[config.mk]
export PLATFORM = sky130hd
export DESIGN_NAME = icache_assoc_ctlr
export DESIGN_NICKNAME = d
export VERILOG_FILES = /design/src/rtl/icache_assoc_ctlr.sv
export SDC_FILE = /design/constraint.sdc
export NUM_CORES = 1
export LEC_CHECK = 0
export ABC_AREA = 0
export CAP_MARGIN = 5
export CELL_PAD_IN_SITES_DETAIL_PLACEMENT = 1
export CELL_PAD_IN_SITES_GLOBAL_PLACEMENT = 1
export CORE_MARGIN = 3
export CORE_UTILIZATION = 53
export CTS_CLUSTER_DIAMETER = 100
export DETAILED_ROUTE_END_ITERATION = 6
export GPL_TIMING_DRIVEN = 0
export PLACE_DENSITY = 0.93
export SLEW_MARGIN = 20
export SYNTH_ARGS = -nofsm -noshare
export SYNTH_HDL_FRONTEND = slang
export SYNTH_SLANG_ARGS = --single-unit
[constraint.sdc]
create_clock -name clk_i -period 8.69 [get_ports clk_i]
set_input_delay 0.869 -clock clk_i [delete_from_list [all_inputs] [get_ports clk_i]]
set_output_delay 0.869 -clock clk_i [all_outputs]
set_load 0.05 [all_outputs]
[src/rtl/icache_assoc_ctlr.sv]
// Set-associative L1 instruction cache controller: hit/miss qualification,
// branch-aware replacement gating, victim choice, multi-beat refill and fence.i.
module icache_assoc_ctlr #(
  parameter int         S          = 64,
  parameter int         E          = 4,
  parameter int         B          = 16,
  parameter int         D          = 1,
  parameter logic [1:0] NON_BRANCH = 2'b00
) (
  input  logic                 clk_i,
  input  logic                 reset_i,
  input  logic [$clog2(S)-1:0] set_i,
  input  logic [E-1:0]         hit_way_i,
  input  logic [1:0]           pc_src_reg_i,
  input  logic [1:0]           branch_op_e_i,
  input  logic                 invalidate_i,
  input  logic                 mem_ack_i,
  input  logic                 mem_valid_i,
  output logic [E-1:0]         valid_o,
  output logic                 instr_miss_f_o,
  output logic                 instr_cache_rep_active_o,
  output logic                 mem_req_o,
  output logic [$clog2(S)-1:0] mem_set_o,
  output logic [E-1:0]         fill_en_o,
  output logic [$clog2(B)-1:0] fill_word_o,
  output logic                 fill_done_o,
  output logic                 busy_o
);

  localparam int SW = $clog2(S);
  localparam int EW = $clog2(E);
  localparam int BW = $clog2(B);
  localparam int DW = $clog2(D + 1);

  // state  | meaning
  // IDLE   | serving hits, waiting for a miss that may be replaced
  // REQ    | refill request outstanding until memory acks
  // FILL   | writing one beat per mem_valid_i into the victim way
  // DONE   | line complete: mark valid, advance round-robin
  typedef enum logic [1:0] {ST_IDLE, ST_REQ, ST_FILL, ST_DONE} state_t;

  state_t          state_q, state_d;
  logic [E-1:0]    valid_q [S];
  logic [E-1:0]    valid_d [S];
  logic [EW-1:0]   rr_q [S];
  logic [EW-1:0]   rr_d [S];
  logic [BW-1:0]   cnt_q, cnt_d;
  logic [DW-1:0]   dly_q, dly_d;
  logic [SW-1:0]   set_q, set_d;
  logic [E-1:0]    victim_q, victim_d;
  logic            inv_pend_q, inv_pend_d;

  logic            hit;
  logic            redirect;
  logic            dly_expired;
  logic            rep_active;
  logic            clear_all;
  logic [EW-1:0]   vic_idx;
  logic            pc_src_unused;

  assign pc_src_unused = pc_src_reg_i[0];

  // Hit qualification and replacement gating
  assign hit         = |(hit_way_i & valid_q[set_i]);
  assign redirect    = pc_src_reg_i[1];
  assign dly_expired = (dly_q == DW'(D));
  assign rep_active  = ((branch_op_e_i == NON_BRANCH) | hit | dly_expired) & ~redirect;

  assign valid_o                  = valid_q[set_i];
  assign instr_miss_f_o           = ~hit;
  assign instr_cache_rep_active_o = rep_active;
  assign mem_set_o                = set_q;
  assign fill_word_o              = cnt_q;
  assign busy_o                   = (state_q != ST_IDLE);

  // Victim: lowest invalid way of the fetch set, else the set's round-robin way
  always_comb begin
    vic_idx = rr_q[set_i];
    for (int w = E - 1; w >= 0; w--) begin
      if (!valid_q[set_i][w]) vic_idx = EW'(w);
    end
  end

  // Next-state, refill datapath and output decode
  always_comb begin
    state_d     = state_q;
    valid_d     = valid_q;
    rr_d        = rr_q;
    cnt_d       = cnt_q;
    dly_d       = dly_q;
    set_d       = set_q;
    victim_d    = victim_q;
    inv_pend_d  = inv_pend_q;
    clear_all   = 1'b0;
    mem_req_o   = 1'b0;
    fill_en_o   = '0;
    fill_done_o = 1'b0;

    case (state_q)
      ST_IDLE: begin
        inv_pend_d = 1'b0;
        if (hit || redirect) dly_d = '0;
        else if (!rep_active) dly_d = dly_q + DW'(1);
        if (invalidate_i) begin
          clear_all = 1'b1;
        end else if (!hit && rep_active) begin
          state_d  = ST_REQ;
          set_d    = set_i;
          victim_d = E'(1) << vic_idx;
          dly_d    = '0;
        end
      end
      ST_REQ: begin
        mem_req_o = 1'b1;
        if (invalidate_i) inv_pend_d = 1'b1;
        // An ack wins over a same-cycle redirect: memory has committed to the line.
        if (mem_ack_i) begin
          state_d = ST_FILL;
          cnt_d   = '0;
        end else if (redirect) begin
          state_d    = ST_IDLE;
          clear_all  = inv_pend_q | invalidate_i;
          inv_pend_d = 1'b0;
        end
      end
      ST_FILL: begin
        if (invalidate_i) inv_pend_d = 1'b1;
        if (mem_valid_i) begin
          fill_en_o = victim_q;
          cnt_d     = cnt_q + BW'(1);
          if (cnt_q == BW'(B - 1)) state_d = ST_DONE;
        end
      end
      ST_DONE: begin
        fill_done_o      = 1'b1;
        valid_d[set_q]   = valid_q[set_q] | victim_q;
        if (victim_q == (E'(1) << rr_q[set_q])) rr_d[set_q] = rr_q[set_q] + EW'(1);
        clear_all        = inv_pend_q | invalidate_i;
        inv_pend_d       = 1'b0;
        state_d          = ST_IDLE;
      end
      default: state_d = ST_IDLE;
    endcase

    // Applied last so a line filled in the same cycle is dropped too
    if (clear_all) begin
      for (int s = 0; s < S; s++) valid_d[s] = '0;
    end
  end

  // State registers with synchronous reset
  always_ff @(posedge clk_i) begin
    if (reset_i) begin
      state_q    <= ST_IDLE;
      cnt_q      <= '0;
      dly_q      <= '0;
      set_q      <= '0;
      victim_q   <= '0;
      inv_pend_q <= 1'b0;
      for (int s = 0; s < S; s++) begin
        valid_q[s] <= '0;
        rr_q[s]    <= '0;
      end
    end else begin
      state_q    <= state_d;
      cnt_q      <= cnt_d;
      dly_q      <= dly_d;
      set_q      <= set_d;
      victim_q   <= victim_d;
      inv_pend_q <= inv_pend_d;
      valid_q    <= valid_d;
      rr_q       <= rr_d;
    end
  end

endmodule
* Yosys cells after proc, flatten, opt, wreduce, memory -nomap -nowiden
Index checks and enable logic that the tools add are counted.
** Word-level totals
- Register bits :: 402
- Input bits :: 19
- Word-level logic and storage cells :: 227
** Operators by class
- Add/subtract/negate cells :: 3
- Order comparisons :: 3
- Eq/ne operators :: 11
- Shift-type cells :: 2
- Muxes and demuxes :: 48
- Bitwise logic cells :: 11
- Reductions and logical operators :: 15
** Operators with widths (count)
- bitwise mux 256 bit :: 1
- bitwise mux 128 bit :: 1
- binary-select mux 4 bit (select 6 bit) :: 2
- two-way mux 4 bit :: 9
- two-way mux 2 bit :: 15
- binary-select mux 2 bit (select 6 bit) :: 2
- demux 4 bit (select 6 bit) :: 1
- >= comparator 7 bit (second input constant) :: 2
- inverter 6 -> 7 bit :: 2
- demux 2 bit (select 6 bit) :: 1
- two-way mux 1 bit :: 12
- inequality test 2 bit (second input constant) :: 5
- case mux 2 bit (4 select lines) :: 1
- case mux 4 bit (2 select lines) :: 1
- << shifter 1 x 2 -> 4 bit (first input constant) :: 2
- less-than comparator 7 x 1 -> 1 bit (second input constant) :: 1
- case mux 1 bit (3 select lines) :: 2
- AND reduction 3 bit :: 2
- AND reduction 5 bit :: 1
- adder 4 x 1 -> 4 bit (second input constant) :: 1
- AND 4 bit :: 1
- == test 2 bit (second input constant) :: 2
- == test 4 bit :: 1
- == test 4 bit (second input constant) :: 1
- other kinds (16) :: 24

* Logic depth before layout (Yosys ltp)
- Word-level depth :: 13
- Depth in mapped cells :: 22

* Worst setup path before layout
No wires, ideal clock.
- Path type :: input port to output port
- Start point :: in set_i[0]
- End point :: out instr_cache_rep_active_o
- Data arrival time :: 4.559 ns
- Data required time :: 7.821 ns
- Setup slack :: 3.262 ns
- Stages on the path :: 11
- Path buffers :: 3
- Cells stage by stage :: buf_4 > buf_4 > buf_4 > mux4_2 > a22oi_1 > nand3_1 > a21o_1 > nand2_1 > o22ai_1 > nor3_1 > a21oi_1
** On the way
- Cells in the longest elaborated chain, start to end :: 9
** RTL lines
- from (decl) :: RTL line 12 : input logic [$clog2(S)-1:0] set_i,
- inverter 6 -> 7 bit (not written as such) :: RTL line 64 : assign hit = |(hit_way_i & valid_q[set_i]);
- binary-select mux 4 bit (select 6 bit) :: RTL line 64
- two-way mux 4 bit (2 in series)
- AND 4 bit :: RTL line 64
- OR reduction 4 bit :: RTL line 64
- bitwise OR 1 bit (2 in series) :: RTL line 67 : assign rep_active = ((branch_op_e_i == NON_BRANCH) | hit | dly_expired) & ~redirect;
- AND 1 bit :: RTL line 67
- to (decl) :: RTL line 21 : output logic instr_cache_rep_active_o,
Every way passes these cells. The select of a mux whose other input is x is not followed.

* Final worst setup path
- Start point :: reg set_q[0] (netlist: mem_set_o[0])
- End point :: reg rr_q[78] in the netlist's numbering
** On the way
- Cells in the longest elaborated chain, start to end :: 7
- Elaborated cells between the ends (all ways) :: 14
- Those cells by class :: 1 x add/sub; 2 x order compare; 1 x eq/ne; 1 x shift; 6 x mux; 1 x bitwise; 2 x reduce/logical
** RTL lines
- from (decl) :: RTL line 49 : logic [SW-1:0] set_q, set_d;
- from (signal assigned) :: RTL line 168 : set_q <= set_d;
- inverter 6 -> 7 bit (not written as such) (*) :: RTL line 137 : if (victim_q == (E'(1) << rr_q[set_q])) rr_d[set_q] = rr_q[set_q] + EW'(1);
- binary-select mux 2 bit (select 6 bit) :: RTL line 137
- two-way mux 2 bit (not written as such) (2 in series) :: RTL line 137
- << shifter 1 x 2 -> 4 bit :: RTL line 137
- == test 4 bit :: RTL line 137
- AND reduction 2 bit (no source line)
- to (signal assigned) :: RTL line 172 : rr_q <= rr_d;
- to (decl) :: RTL line 45 : logic [EW-1:0] rr_q [S];
Mark *: on every way between the ends. The rest lies on a longest branch, timed or not. The select of a mux whose other input is x is not followed.
A chain may end at the register's enable or synchronous reset.

==> impl_metrics.tcl <==
set metrics [dict create \
    grt_first_pass_wirelength_um 145900 \
    die_h_um 201.8 \
    final.setup_skew_ns 0.03028 \
    finalWorstSetupSlack_ns 0.8815 \
    cts_tree "built" \
    post_synth.cell_area_avg_um2 9.000 \
    cts.hold.buffers_added 0 \
    dp_cell_count 2802 \
    hold_path.startpoint "rr_q[21]$_SDFFE_PP0P_" \
    max_clock_freq_mhz 128.1 \
    start_util 0.5380 \
    cts.clk_slew.worst_paths_ns 0.06 \
    layoutNonFillerInstCount 2885 \
    ys_seq_area_frac 0.3962 \
    crit-reg2reg-launch "mem_set_o[0]$_SDFFE_PP0P_" \
    cts-htree-levels 2 \
    ys_warn_count 0 \
    globalRouteTotalUtil 0.4796 \
    power_density_nw_per_um2 177.0 \
    dr.pass1.iters 7 \
    crit_path_end_kind "register" \
    cellLeakagePower_nw 7.827 \
    drtAntennaViolNets 0 \
    irDropWorstVdd_mv 0.1543 \
    width_of_the_die_um 201.8 \
    layout-drive-gt1-share 0.1043 \
    failing_checks "DRC" \
    async_flop_share 0 \
    synth_cell_types 64 \
    critical_path.max_fanout 10 \
    cts.repair_timing.setup_buffer_count 0 \
    syn2layout_area_growth_pct 11.73 \
    finalMaxSlewViolations 0 \
    tightest_slew_ns 1.343 \
    syn_nets 2281 \
    yosysTopAreaCell "dfxtp_1" \
    synthTopCellsByArea "dfxtp_1 (40%), a211oi_1 (9.8%), nor2_1 (8.2%)" \
    synth-edff-count 0 \
    status "complete, but fails checks" \
    drt_drc_violations_left 7 \
    vias 21980 \
    clock_sinks 402 \
    clock_latency_ns 0.61 \
    numPortBuffers 34 \
    grt_pass1_vias 22200 \
    ys_ff_latch 402 \
    globalRoute.totalOverflow 0 \
    clk_root_buffer_cell "clkbuf_16" \
    netlist_instances 2257 \
    initialDrtViolationCount 3550 \
    dominantRegCellSynth "dfxtp_1" \
    wl_per_cell_um 34.90 \
    layout_min_cycle_time_ns 7.809 \
    hpwlAfterDp_um 69870 \
    arrival_time_of_data_at_the_critical_path_endpoint_ns 8.27 \
    max-cap-violations 0 \
    timing.final.crit_share 0.8986 \
    setup.worst_path.start "mem_set_o[0]$_SDFFE_PP0P_" \
    maximum_number_of_pins_on_one_net_before_global_route_repair 14 \
    finalWeightedCongestion 1.085 \
    setup_violations 0 \
    core-area_um2 37760 \
    cts-buffers-inserted 43 \
    dieArea_um2 40710 \
    timing.slew.headroom 0.1044 \
    vias_per_cell 7.617 \
    cp-start-kind "register" \
    critPathKind "reg2reg" \
    place_worst_setup_slack_ns 1.651 \
    fin_tns_setup_ns 0 \
    post_cts_sizing_count 0 \
    clock_path_buffers 3 \
    synthMostInstantiatedCell "nor2_1" \
    final_hold_viol_count 0 \
    post_synth_instance_area_um2 20310 \
    pin_count 42 \
    cp_data_required_time_ns 9.16 \
    nNetsFinal 2361 \
    route.final.wire_length_um 100700 \
    core.rowCount 71 \
    grt_antenna_before_repair 6 \
    worst_hold_path_type "reg2reg" \
    post-synth-top-area-fraction 0.3962 \
    grt_setup_unrepaired "false" \
    synth_commonest_cells "nor2_1 (444), dfxtp_1 (402), a211oi_1 (266), a22oi_1 (186), mux2i_1 (160)" \
]
[routing by layer]
metal	wire (um)	GRT usage	vias to the layer above
met5	20	0	-
met4	10660	0.3927	2
met3	14850	0.1730	779
met2	40500	0.6902	2069
met1	34660	0.5751	10480
li1	-	-	8645
[kinds of logic after synthesis]
family          after synthesis  share of synthesized area
buf+inv                     222                    0.04798
compound gates              648                     0.2346
fa+ha+maj                     5                   0.003080
xor+xnor                      6                   0.002587
simple gates                736                     0.1552
flops                       402                     0.3962
mux                         238                     0.1603
[critical path, stage by stage, from the launching register on]
cell	delay, ns
dfxtp_1	0.42
buf_2	0.26
and3b_1	0.22
clkbuf_1	0.54
buf_2	0.56
buf_1	0.90
buf_2	0.52
buf_2	0.44
a221oi_1	0.17
a31oi_1	0.39
nor4_1	0.15
and3_1	0.28
inv_1	0.11
ha_1	0.17
xor2_1	0.07
nor3_1	0.25
nand3_1	0.28
nor4_1	0.55
clkbuf_1	0.74
nand2_1	0.25
mux2i_1	0.31
nor2_1	0.09
[stage by stage]
step	total power, mW	hold WS (ns)	instance area, um2	util
floorplan	2.060	0.4458	20310	-
detailed placement	2.183	0.4633	21310	0.5644
global route	4.078	0.5027	22690	0.6009
CTS	3.970	0.4866	22670	0.6005
global placement	2.176	0.4638	21290	0.5640
finish	4.017	0.4925	22700	0.6011
[flip-flops by register name, indices dropped and copies added (netlist names), named ones only]
signal / cells
state_q: 1
inv_pend_q: 1
valid_q: 256
mem_set_o: 6
rr_q: 128
victim_q: 4
fill_word_o: 4
dly_expired: 1
[path summary, 6_finish.rpt]
check,end,slack (ns),cells after the start
setup / recovery,rr_q[78]$_SDFFE_PP0P_,0.88,21
hold / removal,rr_q[21]$_SDFFE_PP0P_,0.49,2
setup reg to reg,rr_q[78]$_SDFFE_PP0P_,0.88,21
hold reg to reg,rr_q[21]$_SDFFE_PP0P_,0.49,2
[power breakdown]
part | total, mW | switching (mW) | internal [mW] | leakage [nW]
registers | 1.85 | 0.00300 | 1.84 | 3.24
logic | 0.318 | 0.243 | 0.0751 | 3.91
clock network | 1.85 | 0.818 | 1.03 | 0.676
[cells in the final DEF, fill, tap and decap left out, types with 4 or more instances in the layout]
master,netlist,routed
a221oi_1,23,23
a211oi_1,266,266
nand2b_1,5,5
a31oi_1,18,18
mux4_2,69,69
clkdlybuf4s50_1,0,34
a22o_1,24,24
nor4_1,4,4
clkbuf_8,0,7
buf_2,74,74
dfxtp_1,402,402
and2_1,12,12
a22oi_1,186,186
clkbuf_1,103,111
nor2_1,444,444
clkbuf_16,0,43
and3_1,5,5
nand2_1,133,133
nand4_1,24,24
ha_1,5,5
o211ai_1,7,7
a21oi_1,63,63
o21ai_0,20,20
xor2_1,5,5
nor2b_1,14,14
o22ai_1,4,4
diode_2,0,5
a41oi_1,10,10
nand3_1,60,60
mux2i_1,160,160
buf_1,14,14
inv_1,19,19
nor3_1,12,12
clkinv_2,0,11
mux2_2,9,9
buf_4,11,11
[layout make-up]
cell class,count,area (um2)
fillers,4313,15060
multi-input cells,1633,11310
clock buffers,59,1206
well taps,511,639.4
diodes,5,12.51
plain buffers,203,904.6
inverters,19,71.32
clock inverters,18,156.4
repair buffers,35,351.6
flip-flops and latches,402,8048
No activity file was read; power rests on OpenSTA's default activity.
